### config.mk
export PLATFORM = sky130hd
export DESIGN_NAME = vga_pixel_scan
export DESIGN_NICKNAME = d
export VERILOG_FILES = /design/src/rtl/vga_pixel_pkg.sv /design/src/rtl/vga_timing_gen.sv /design/src/rtl/vga_pixel_scan.sv
export SDC_FILE = /design/constraint.sdc
export NUM_CORES = 1
export LEC_CHECK = 0
export CAP_MARGIN = 0
export CELL_PAD_IN_SITES_DETAIL_PLACEMENT = 2
export CELL_PAD_IN_SITES_GLOBAL_PLACEMENT = 2
export CORE_AREA = 4 4 73 102
export DETAILED_ROUTE_END_ITERATION = 7
export DIE_AREA = 0 0 77 106
export HOLD_SLACK_MARGIN = 0.06
export PLACE_DENSITY_LB_ADDON = 0.08
export SYNTH_ARGS = -nofsm -noshare
export SYNTH_HDL_FRONTEND = slang
export SYNTH_HIERARCHICAL = 1
export SYNTH_SLANG_ARGS = --single-unit
### constraint.sdc
create_clock -name vga_clk -period 2.31 [get_ports vga_clk]
set_clock_uncertainty 0.15 [all_clocks]
set_input_delay 0.231 -clock vga_clk [delete_from_list [all_inputs] [get_ports vga_clk]]
set_output_delay 0.231 -clock vga_clk [all_outputs]
set_load 0.01 [all_outputs]
### src/rtl/vga_pixel_pkg.sv
// Shared constants and helpers for the VGA scan-out blocks: default 640x480@60
// timing, derived totals, configuration legality and pixel-to-channel expansion.
package vga_pixel_pkg;

    localparam int DEF_H_DISPLAY = 640;
    localparam int DEF_H_FRONT   = 16;
    localparam int DEF_H_SYNC    = 96;
    localparam int DEF_H_BACK    = 48;
    localparam int DEF_V_DISPLAY = 480;
    localparam int DEF_V_FRONT   = 10;
    localparam int DEF_V_SYNC    = 2;
    localparam int DEF_V_BACK    = 33;
    localparam int DEF_WORD_W    = 16;
    localparam int DEF_BPP       = 1;
    localparam int DEF_COLOR_W   = 2;

    function automatic int calc_total(input int disp, input int front, input int sync, input int back);
        return disp + front + sync + back;
    endfunction

    function automatic int calc_ppw(input int word_w, input int bpp);
        return word_w / bpp;
    endfunction

    function automatic bit bpp_legal(input int bpp, input int word_w);
        case (bpp)
            1, 2, 4, 8: return (word_w % bpp) == 0;
            16:         return word_w == 16;
            default:    return 1'b0;
        endcase
    endfunction

    // Wide pixels keep their top bits; narrow pixels are repeated MSB-first to fill the channel.
    function automatic logic [4:0] color_expand(input logic [15:0] pix, input int bpp, input int color_w);
        int p;
        int rep;
        int val;
        p = int'(pix) & ((1 << bpp) - 1);
        if (bpp >= color_w) begin
            val = p >> (bpp - color_w);
        end else begin
            rep = 0;
            for (int j = 0; j < 5; j++) begin
                rep = (rep << bpp) | p;
            end
            val = rep >> (5 * bpp - color_w);
        end
        return 5'(val & 31);
    endfunction

endpackage

### src/rtl/vga_timing_gen.sv
// Pixel/line counters with active, sync and frame-start decode; shared with the text-mode block.
module vga_timing_gen
    import vga_pixel_pkg::*;
#(
    parameter int H_DISPLAY = DEF_H_DISPLAY,
    parameter int H_FRONT   = DEF_H_FRONT,
    parameter int H_SYNC    = DEF_H_SYNC,
    parameter int H_BACK    = DEF_H_BACK,
    parameter int V_DISPLAY = DEF_V_DISPLAY,
    parameter int V_FRONT   = DEF_V_FRONT,
    parameter int V_SYNC    = DEF_V_SYNC,
    parameter int V_BACK    = DEF_V_BACK,
    parameter int HW        = 10,
    parameter int VW        = 10
) (
    input  logic          vga_clk,
    input  logic          reset,
    output logic [HW-1:0] h_cnt,
    output logic [VW-1:0] v_cnt,
    output logic          active,
    output logic          hsync,
    output logic          vsync,
    output logic          frame_first
);

    localparam int H_TOTAL = calc_total(H_DISPLAY, H_FRONT, H_SYNC, H_BACK);
    localparam int V_TOTAL = calc_total(V_DISPLAY, V_FRONT, V_SYNC, V_BACK);

    localparam logic [HW-1:0] H_LAST   = HW'(H_TOTAL - 1);
    localparam logic [HW-1:0] H_DISP_L = HW'(H_DISPLAY);
    localparam logic [HW-1:0] HS_START = HW'(H_DISPLAY + H_FRONT);
    localparam logic [HW-1:0] HS_END   = HW'(H_DISPLAY + H_FRONT + H_SYNC);
    localparam logic [VW-1:0] V_LAST   = VW'(V_TOTAL - 1);
    localparam logic [VW-1:0] V_DISP_L = VW'(V_DISPLAY);
    localparam logic [VW-1:0] VS_START = VW'(V_DISPLAY + V_FRONT);
    localparam logic [VW-1:0] VS_END   = VW'(V_DISPLAY + V_FRONT + V_SYNC);

    logic [HW-1:0] h_cnt_r;
    logic [VW-1:0] v_cnt_r;

    // Pixel counter wraps each line; line counter advances on that wrap.
    always_ff @(posedge vga_clk or posedge reset) begin
        if (reset) begin
            h_cnt_r <= {HW{1'b0}};
            v_cnt_r <= {VW{1'b0}};
        end else if (h_cnt_r == H_LAST) begin
            h_cnt_r <= {HW{1'b0}};
            if (v_cnt_r == V_LAST) begin
                v_cnt_r <= {VW{1'b0}};
            end else begin
                v_cnt_r <= v_cnt_r + VW'(1'b1);
            end
        end else begin
            h_cnt_r <= h_cnt_r + HW'(1'b1);
            v_cnt_r <= v_cnt_r;
        end
    end

    // Region decode from the current counter state.
    always_comb begin
        h_cnt       = h_cnt_r;
        v_cnt       = v_cnt_r;
        active      = (h_cnt_r < H_DISP_L) && (v_cnt_r < V_DISP_L);
        hsync       = (h_cnt_r >= HS_START) && (h_cnt_r < HS_END);
        vsync       = (v_cnt_r >= VS_START) && (v_cnt_r < VS_END);
        frame_first = (h_cnt_r == {HW{1'b0}}) && (v_cnt_r == {VW{1'b0}});
    end

endmodule

### src/rtl/vga_pixel_scan.sv
// VGA scan-out: fetches packed words from a show-ahead FIFO, unpacks them LSB-first
// and drives registered sync, enable and colour pins.
module vga_pixel_scan
    import vga_pixel_pkg::*;
#(
    parameter int H_DISPLAY = DEF_H_DISPLAY,
    parameter int H_FRONT   = DEF_H_FRONT,
    parameter int H_SYNC    = DEF_H_SYNC,
    parameter int H_BACK    = DEF_H_BACK,
    parameter int V_DISPLAY = DEF_V_DISPLAY,
    parameter int V_FRONT   = DEF_V_FRONT,
    parameter int V_SYNC    = DEF_V_SYNC,
    parameter int V_BACK    = DEF_V_BACK,
    parameter int WORD_W    = DEF_WORD_W,
    parameter int BPP       = DEF_BPP,
    parameter int COLOR_W   = DEF_COLOR_W,
    parameter bit HS_POL    = 1'b0,
    parameter bit VS_POL    = 1'b0
) (
    input  logic               vga_clk,
    input  logic               reset,
    output logic               fifo_read_read,
    input  logic [WORD_W-1:0]  fifo_read_data,
    input  logic               fifo_read_empty,
    output logic               Hs,
    output logic               Vs,
    output logic               DE,
    output logic [COLOR_W-1:0] R,
    output logic [COLOR_W-1:0] G,
    output logic [COLOR_W-1:0] B,
    output logic               frame_start,
    output logic               underflow
);

    localparam int H_TOTAL = calc_total(H_DISPLAY, H_FRONT, H_SYNC, H_BACK);
    localparam int V_TOTAL = calc_total(V_DISPLAY, V_FRONT, V_SYNC, V_BACK);
    localparam int HW      = $clog2(H_TOTAL + 1);
    localparam int VW      = $clog2(V_TOTAL + 1);
    localparam int PPW     = calc_ppw(WORD_W, BPP);

    if (!bpp_legal(BPP, WORD_W)) begin : g_bad_bpp
        $error("vga_pixel_scan: illegal BPP/WORD_W combination");
    end
    if ((H_DISPLAY % PPW) != 0) begin : g_bad_hdisp
        $error("vga_pixel_scan: H_DISPLAY must be a multiple of pixels per word");
    end
    if ((COLOR_W < 1) || (COLOR_W > 5)) begin : g_bad_cw
        $error("vga_pixel_scan: COLOR_W must be 1..5");
    end

    logic [HW-1:0]      h_cnt_s;
    logic [VW-1:0]      v_cnt_s;
    logic               active_s;
    logic               hsync_s;
    logic               vsync_s;
    logic               frame_first_s;
    logic               fetch_slot_s;
    logic               missed_s;
    logic [WORD_W-1:0]  cur_word_s;
    logic [WORD_W-1:0]  shift_r;
    logic [15:0]        pix16_s;
    logic [COLOR_W-1:0] r_s;
    logic [COLOR_W-1:0] g_s;
    logic [COLOR_W-1:0] b_s;

    vga_timing_gen #(
        .H_DISPLAY (H_DISPLAY),
        .H_FRONT   (H_FRONT),
        .H_SYNC    (H_SYNC),
        .H_BACK    (H_BACK),
        .V_DISPLAY (V_DISPLAY),
        .V_FRONT   (V_FRONT),
        .V_SYNC    (V_SYNC),
        .V_BACK    (V_BACK),
        .HW        (HW),
        .VW        (VW)
    ) u_timing (
        .vga_clk     (vga_clk),
        .reset       (reset),
        .h_cnt       (h_cnt_s),
        .v_cnt       (v_cnt_s),
        .active      (active_s),
        .hsync       (hsync_s),
        .vsync       (vsync_s),
        .frame_first (frame_first_s)
    );

    // Fetch decision; a missed fetch substitutes a black word so the group still displays.
    always_comb begin
        fetch_slot_s   = active_s && ((int'(h_cnt_s) % PPW) == 0);
        fifo_read_read = fetch_slot_s && !fifo_read_empty;
        missed_s       = fetch_slot_s && fifo_read_empty;
        if (fetch_slot_s) begin
            if (fifo_read_empty) begin
                cur_word_s = {WORD_W{1'b0}};
            end else begin
                cur_word_s = fifo_read_data;
            end
        end else begin
            cur_word_s = shift_r;
        end
    end

    // Colour mapping of the pixel in the low bits of the current word.
    always_comb begin
        pix16_s = 16'(cur_word_s[BPP-1:0]);
        r_s     = {COLOR_W{1'b0}};
        g_s     = {COLOR_W{1'b0}};
        b_s     = {COLOR_W{1'b0}};
        if (BPP == 16) begin
            r_s = COLOR_W'(color_expand({11'b0, pix16_s[15:11]}, 5, COLOR_W));
            g_s = COLOR_W'(color_expand({10'b0, pix16_s[10:5]}, 6, COLOR_W));
            b_s = COLOR_W'(color_expand({11'b0, pix16_s[4:0]}, 5, COLOR_W));
        end else begin
            r_s = COLOR_W'(color_expand(pix16_s, BPP, COLOR_W));
            g_s = r_s;
            b_s = r_s;
        end
    end

    // Unpack register: shifts the displayed pixel out on every active clock.
    always_ff @(posedge vga_clk or posedge reset) begin
        if (reset) begin
            shift_r <= {WORD_W{1'b0}};
        end else if (active_s) begin
            shift_r <= cur_word_s >> BPP;
        end else begin
            shift_r <= shift_r;
        end
    end

    // Output stage: everything lags the counters by one clock and stays aligned.
    always_ff @(posedge vga_clk or posedge reset) begin
        if (reset) begin
            DE          <= 1'b0;
            Hs          <= ~HS_POL;
            Vs          <= ~VS_POL;
            R           <= {COLOR_W{1'b0}};
            G           <= {COLOR_W{1'b0}};
            B           <= {COLOR_W{1'b0}};
            frame_start <= 1'b0;
            underflow   <= 1'b0;
        end else begin
            DE          <= active_s;
            Hs          <= hsync_s ? HS_POL : ~HS_POL;
            Vs          <= vsync_s ? VS_POL : ~VS_POL;
            R           <= active_s ? r_s : {COLOR_W{1'b0}};
            G           <= active_s ? g_s : {COLOR_W{1'b0}};
            B           <= active_s ? b_s : {COLOR_W{1'b0}};
            frame_start <= frame_first_s;
            if (missed_s) begin
                underflow <= 1'b1;
            end else if (frame_first_s) begin
                underflow <= 1'b0;
            end else begin
                underflow <= underflow;
            end
        end
    end

endmodule

==> impl_results.md, run 1 <==
- Run status: complete, no violations
- CTS clock-pin slew for the worst setup and hold paths: 90 ps
- ANT cells: 0
- Max-cap check violation count: 0
- Layout Nets: 270
- Simple-Gate Fraction of Synth Area: 0.280
- Worst IR Drop VDD: 0.267 mV
- Type of the worst min-delay path: input port to asynchronous set/reset pin
- Largest family of logic cells by synthesized area: simple AND/OR/NAND/NOR gates
- Routed WL: 5890 um
- Post-synth ARST share: 1.00
- CP Launch Type: flop
- Crit-path max FO: 8
- Synthesized area: 2120 sq um
- Sequential area share after synthesis: 0.486
- Final Hold Vio Count: 0
- Worst R2R Start: u_timing/h_cnt[0]
- Die W: 77 um
- Syn Nets: roughly 240
- #FFs+latches synth: 41
- Period utilization: 0.909
- # IOs: 31
- Max Slew Vio Count: 0
- Yosys top cell area share: 0.461
- Worst path arrival time: 2170 ps
- Reg power frac: 0.489
- DRT iter0 DRCs: 59
- Combinational Power Share: 0.058
- Mux contribution to synthesized area: 0.00532
- Initial DRT Pass Iterations: 4
- Fin Setup TNS: 0 ps
- CTS tree: yes
- Die Ht: between 100 and 150 um
- Largest net degree at the start of global routing: 34
- NetSw: 303 uW
- Net Sw Frac: 0.200
- Yosys top cell by area: dfrtp_1
- Max Clk Rate: roughly 480 MHz
- Syn avg cell area: between 9 and 10 sq um
- Max Root-Sink Buffers: 2
- Clk pwr share: 0.452
- Clock Latency Late Sink: 290 ps
- Yosys warns: 6
- CP required: 2380 ps
- Number of enable flip-flop cells after synthesis: 0
- RSZ-0062 raised after global routing: false
- Reg-to-reg endpoint: u_timing/v_cnt[9]
- ANT nets after route: 0
- Synth Area in Adders: 0.0236
- End of the critical path: u_timing/v_cnt[9]
- CTS Root Buffer Type: clkbuf_8
- Area Overhead vs Synth: 21.7%
- Via/cell ratio: 5.36
- GRT Overall Usage: 0.158
- Most common cell in the netlist: dfrtp_1
- Fillers: 717
- Rows: 35
- DRC violations left: 0
- Post-CTS setup repair buffer count: 0
- Routability congestion estimate: 0.771
- First-pass GRT wire length: 10,300 um
- Worst slew margin: 0.754
- Overflow after GRT: 0
- Via count: 1,727
- Ratio of cells with drive above 1 in the final layout: 0.101
- Pwr per Cell Area: 588 nW/um^2
- # hold bufs at CTS: 0
- I/O Buffers: 30
- Drt wl/cell: 18.3 um
- Die area: roughly 8200 sq um
- Initial antenna violation count: 0
- Final setup fails: 0
- Synth Flop Type: dfrtp_1
- Fin Hold WS: 155 ps
- Cell count after synthesis: between 200 and 250
- Synth Area in XOR/XNOR: 0.0414
- Top post-synthesis cells by count: 39 x dfrtp_1, 24 x nand2_1, 23 x nor2_1
- Leak Pwr: between 0.001 and 0.0015 uW
- R2r setup slk: 210 ps
- R2R cell count: 5
- Compound-gate portion of the synthesized area: 0.0922
- Int Power: 1210 uW
- Total clock sinks: 41
- Worst-margin pin slew: 370 ps
- Post-synthesis cell type count: 40
- Critical path class: flop to flop
- Core box area: 6530 sq um
- H-tree depth: 2
- Initial Util: 0.324
- Post-DP HPWL: 4380 um
- CP Launch Point: u_timing/h_cnt[0]
- Top post-synthesis cells by area: dfrtp_1 46%, nand3b_1 5.3%, a31oi_1 4.7%, nand2_1 4.3%, nor2_1 4.1%
- Worst setup EP type: flop
- Post-route minimum period: 2100 ps
- Vias in the first global route: 2,030
- Inserted Clock Buffers: 5
sequential cells by signal, summed over array words and instances, names as in the netlist:
name,cells
underflow,1
u_timing/v_cnt,10
Vs,1
DE,1
Hs,1
frame_start,1
u_timing/h_cnt,10
shift_r,15
G,1
area by class of cell:
| class | instances | area, sq um | share of cell area |
|---|---|---|---|
| Clock buffer | 5 | 68.8 | 0.0267 |
| Clock inverter | 3 | 65.1 | 0.0253 |
| Multi-Input combinational cell | 153 | 940 | 0.365 |
| Inverter | 10 | 37.5 | 0.0146 |
| Tap cell | 74 | 92.6 | 0.0359 |
| Timing Repair Buffer | 36 | 344 | 0.134 |
| Sequential cell | 41 | 1030 | 0.399 |
worst max-delay path, cell delays in order, from the launching register on:
cell	delay, ps
dfrtp_1	510
ha_1	300
and4_4	290
nand3_4	110
or4_1	520
a21oi_1	160
per-stage QoR:
stage | power (uW) | instances | worst slack, ps | area, sq um | utilization
CTS | 1550 | 322 | 204 | 2580 | 0.395
global placement | 843 | 314 | 305 | 2440 | 0.374
floorplan | 791 | 220 | 397 | 2120 | -
detailed placement | 847 | 314 | 222 | 2440 | 0.374
global route | 1590 | 322 | 116 | 2580 | 0.395
finish | 1510 | 322 | 211 | 2580 | 0.395
power by group through the flow:
| stage | clock network [uW] | logic, uW | registers, uW |
|---|---|---|---|
| floorplan | 0 | 37.7 | 753 |
| global placement | 0 | 88.8 | 754 |
| detailed placement | 0 | 91.2 | 755 |
| CTS | 718 | 91.9 | 741 |
| global route | 751 | 99.1 | 743 |
| finish | 685 | 88.6 | 741 |
placed cells by master (no fill, tap or decap), types with 2 or more instances in the layout:
cell type        instances
dfrtp_1                 39
clkdlybuf4s50_1         29
nand2_1                 23
nor2_1                  23
a31oi_1                 16
nand3b_1                15
nand3_1                 11
inv_1                   10
nor3_1                   7
buf_4                    6
o21ai_0                  6
clkbuf_8                 5
and3_1                   5
a21oi_1                  5
nand4_1                  5
xor2_1                   5
xnor2_1                  5
ha_1                     4
dfstp_2                  2
o21ai_1                  2
bufinv_16                2
and3b_1                  2
a21o_1                   2
per-layer routing:
layer / track usage / up-vias / part of all wire
li1: - / 813 / -
met1: 0.170 / 878 / 0.40
met2: 0.302 / 25 / 0.55
met3: 0.0314 / 11 / 0.029
met4: 0.0573 / 0 / 0.021
met5: 0 / - / 0
worst min path at each step:
stage          slack (ps)  cells past startpoint                 to         startpoint
6_report              150                      3  u_timing/v_cnt[8]              reset
5_1_grt               170                      3  u_timing/v_cnt[9]              reset
4_1_cts               160                      3  u_timing/v_cnt[9]              reset
3_5_place_dp          350                      1  u_timing/v_cnt[7]  u_timing/v_cnt[7]
3_3_place_gp          320                      1  u_timing/v_cnt[7]  u_timing/v_cnt[7]
2_1_floorplan          40                      1  u_timing/h_cnt[0]              reset
cell families (layout without fill, tap and decap cells):
kind of cell | after synthesis | after routing
flip-flops | 41 | 41
adder cells (fa/ha/maj) | 4 | 4
AND/OR/NAND/NOR | 105 | 105
multiplexers | 1 | 1
XOR/XNOR | 10 | 10
AO/OA/AOI/OAI | 33 | 33
buffers and inverters | 26 | 54
repair_timing:
item	in CTS	in global routing
resized for setup	2	0
setup endpoints to repair	1	0
hold endpoints to repair	0	0
No activity file was read; power rests on OpenSTA's default activity.
==> run 2: changes to the inputs <==
--- a/config.mk
+++ b/config.mk
@@ -13,6 +13,7 @@
 export DIE_AREA = 0 0 77 106
 export HOLD_SLACK_MARGIN = 0.06
 export PLACE_DENSITY_LB_ADDON = 0.08
+export SLEW_MARGIN = 20
 export SYNTH_ARGS = -nofsm -noshare
 export SYNTH_HDL_FRONTEND = slang
 export SYNTH_HIERARCHICAL = 1
==> results of run 2 <==
Final layout, timing and power as in run 1 (identical DEF).
==> run 3: changes to the inputs <==
--- a/config.mk
+++ b/config.mk
@@ -13,6 +13,7 @@
 export DIE_AREA = 0 0 77 106
 export HOLD_SLACK_MARGIN = 0.06
 export PLACE_DENSITY_LB_ADDON = 0.08
+export RECOVER_POWER = 100
 export SLEW_MARGIN = 20
 export SYNTH_ARGS = -nofsm -noshare
 export SYNTH_HDL_FRONTEND = slang
==> run 3 against run 2 <==
Cell area fell by 0.49%. Non-clock buffer count did not move. Global-route usage did not move. Critical endpoint unchanged. Flip-flop and latch count did not move. Maximum frequency fell by 0.28%. Combinational power fell by 5.0%. Power fell by 0.35%. Worst hold slack improved by 210 ps. Critical path type unchanged. Register-to-register slack barely moved.
==> impl_results.md, run 3 (synthesized netlist as in run 1, its figures left out) <==
- Run status: complete, no violations
- I/O Buffers: 30 (unchanged)
- NetSw: 301 uW (-0.36%)
- Design Power: 1510 uW (-0.35%)
- Fin Setup TNS: 0 ps (unchanged)
- Clk pwr share: 0.454 (+0.002)
- # hold bufs at CTS: 0 (unchanged)
- Initial antenna violation count: 0 (unchanged)
- Post-route minimum period: 2110 ps (+5.88 ps)
- Routability congestion estimate: 0.771 (unchanged)
- Critical path class: flop to flop
- ANT nets after route: 0 (unchanged)
- Reg power frac: 0.491 (+0.002)
- CTS tree: yes
- Max Slew Vio Count: 0 (unchanged)
- Initial DRT Pass Iterations: 4 (unchanged)
- Inserted Clock Buffers: 5 (unchanged)
- Worst IR Drop VDD: 0.267 mV (about the same)
- Commonest non-fill, non-tap cells in the layout: 39 x dfrtp_1, 24 x nor2_1, 23 x nand2_1
- Final core occ: 0.393 (-0.00192)
- Largest net degree at the start of global routing: 34 (unchanged)
- Worst path arrival time: 2180 ps (about the same)
- Initial Util: 0.324 (unchanged)
- Cts repair resizes: 2 (unchanged)
- Worst-margin pin slew: 1210 ps (+836 ps)
- Routed WL: 5870 um (-0.25%)
- Largest Register: shift_r
- Die area: 8160 sq um (unchanged)
- Pwr per Cell Area: 589 nW/um^2 (+0.14%)
- Drt wl/cell: 18.2 um (-0.25%)
- CTS clock-pin slew for the worst setup and hold paths: 90 ps (about the same)
- ANT cells: 0 (unchanged)
- Max Clk Rate: 475 MHz (-0.28%)
- Finished Cell Area: 2560 sq um (-0.49%)
- RSZ-0062 raised after global routing: false
- Net Sw Frac: 0.200 (about the same)
- CP required: 2380 ps (about the same)
- Crit-path max FO: 8 (unchanged)
- Clock Latency Late Sink: 290 ps (about the same)
- First-pass GRT wire length: 10,300 um (unchanged)
- Via/cell ratio: 5.38 (+0.29%)
- Most common cell after layout, fill and taps aside: dfrtp_1
- Area of placed instances: 2440 sq um (unchanged)
- Final Hold Vio Count: 0 (unchanged)
- Post-CTS setup repair buffer count: 0 (unchanged)
- Number of flip-flops in the largest register: 15 (unchanged)
- Core box area: 6530 sq um (unchanged)
- DRC violations left: 0 (unchanged)
- H-tree depth: 2 (unchanged)
- Worst slew margin: 0.196 (-0.557)
- Fillers: 721 (+0.56%)
- Leak Pwr: 0.00111 uW (-0.35%)
- Die Ht: 106 um (unchanged)
- DRT iter0 DRCs: 66 (+12%)
- Rows: 35 (unchanged)
- Worst setup EP type: flop
- Post-DP HPWL: 4380 um (unchanged)
- Max-cap check violation count: 0 (unchanged)
- Max Root-Sink Buffers: 2 (unchanged)
- CP Launch Type: flop
- Combinational Power Share: 0.056 (-0.002)
- Ratio of cells with drive above 1 in the final layout: 0.0887 (-0.0121)
- CTS Root Buffer Type: clkbuf_8
- Int Power: 1210 uW (-0.35%)
- GRT Overall Usage: 0.158 (unchanged)
- Type of the worst min-delay path: flop to flop
- Period utilization: 0.911 (+0.00254)
- Overflow after GRT: 0 (unchanged)
- Vias in the first global route: 2,030 (unchanged)
- Final setup fails: 0 (unchanged)
- Via count: 1,732 (+0.29%)
- # IOs: 31 (unchanged)
- Area Overhead vs Synth: 21.1%
- Layout Nets: 270 (unchanged)
- Total clock sinks: 41 (unchanged)
- Die W: 77 um (unchanged)
## run 3: power groups by stage
stage | clock (uW) | combinational (uW) | sequential, uW
2_1_floorplan | 0 | 37.7 | 753
3_3_place_gp | 0 | 88.8 | 754
3_5_place_dp | 0 | 91.2 | 755
4_1_cts | 718 | 91.9 | 741
5_1_grt | 751 | 94.8 | 743
6_report | 685 | 84.2 | 741
## run 3: final timing paths
check                                       start           endpoint  slack [ps]  depth (start not counted)
worst max-delay path            u_timing/h_cnt[0]  u_timing/v_cnt[9]         200                          5
worst min-delay path            u_timing/v_cnt[7]  u_timing/v_cnt[7]         370                          1
worst max register to register  u_timing/h_cnt[0]  u_timing/v_cnt[9]         200                          5
worst min register to register  u_timing/v_cnt[7]  u_timing/v_cnt[7]         370                          1
max in group asynchronous                   reset         shift_r[8]         650                          3
min in group asynchronous                   reset  u_timing/v_cnt[8]         620                          3
## run 3: per-stage QoR
step | setup WS [ps] | instances | hold WS [ps]
after CTS | 204 | 322 | 159
after global placement | 305 | 314 | 325
after global routing | 60.0 | 322 | 375
after floorplan | 397 | 220 | 44.8
after detailed placement | 222 | 314 | 351
final | 205 | 322 | 370
## run 3: final cells by class
type,count,area [sq um],share of cell area
Clock buffer,5,68.8,0.0268
Clock inverter,3,65.1,0.0254
Inverter,10,37.5,0.0146
Multi-Input combinational cell,153,937,0.366
Sequential cell,41,1030,0.401
Tap cell,74,92.6,0.0361
Timing Repair Buffer,36,334,0.130
## run 3: critical path, stage by stage (launching register included)
cell	delay [ps]
dfrtp_1	510
ha_1	300
and4_4	290
nand3_4	110
or4_1	520
a21oi_1	160
## run 3: metal layers
metal / track usage / vias to the layer above / part of all wire
li1: - / 813 / -
met1: 0.170 / 883 / 0.40
met2: 0.302 / 25 / 0.55
met3: 0.0314 / 11 / 0.028
met4: 0.0573 / 0 / 0.021
met5: 0 / - / 0
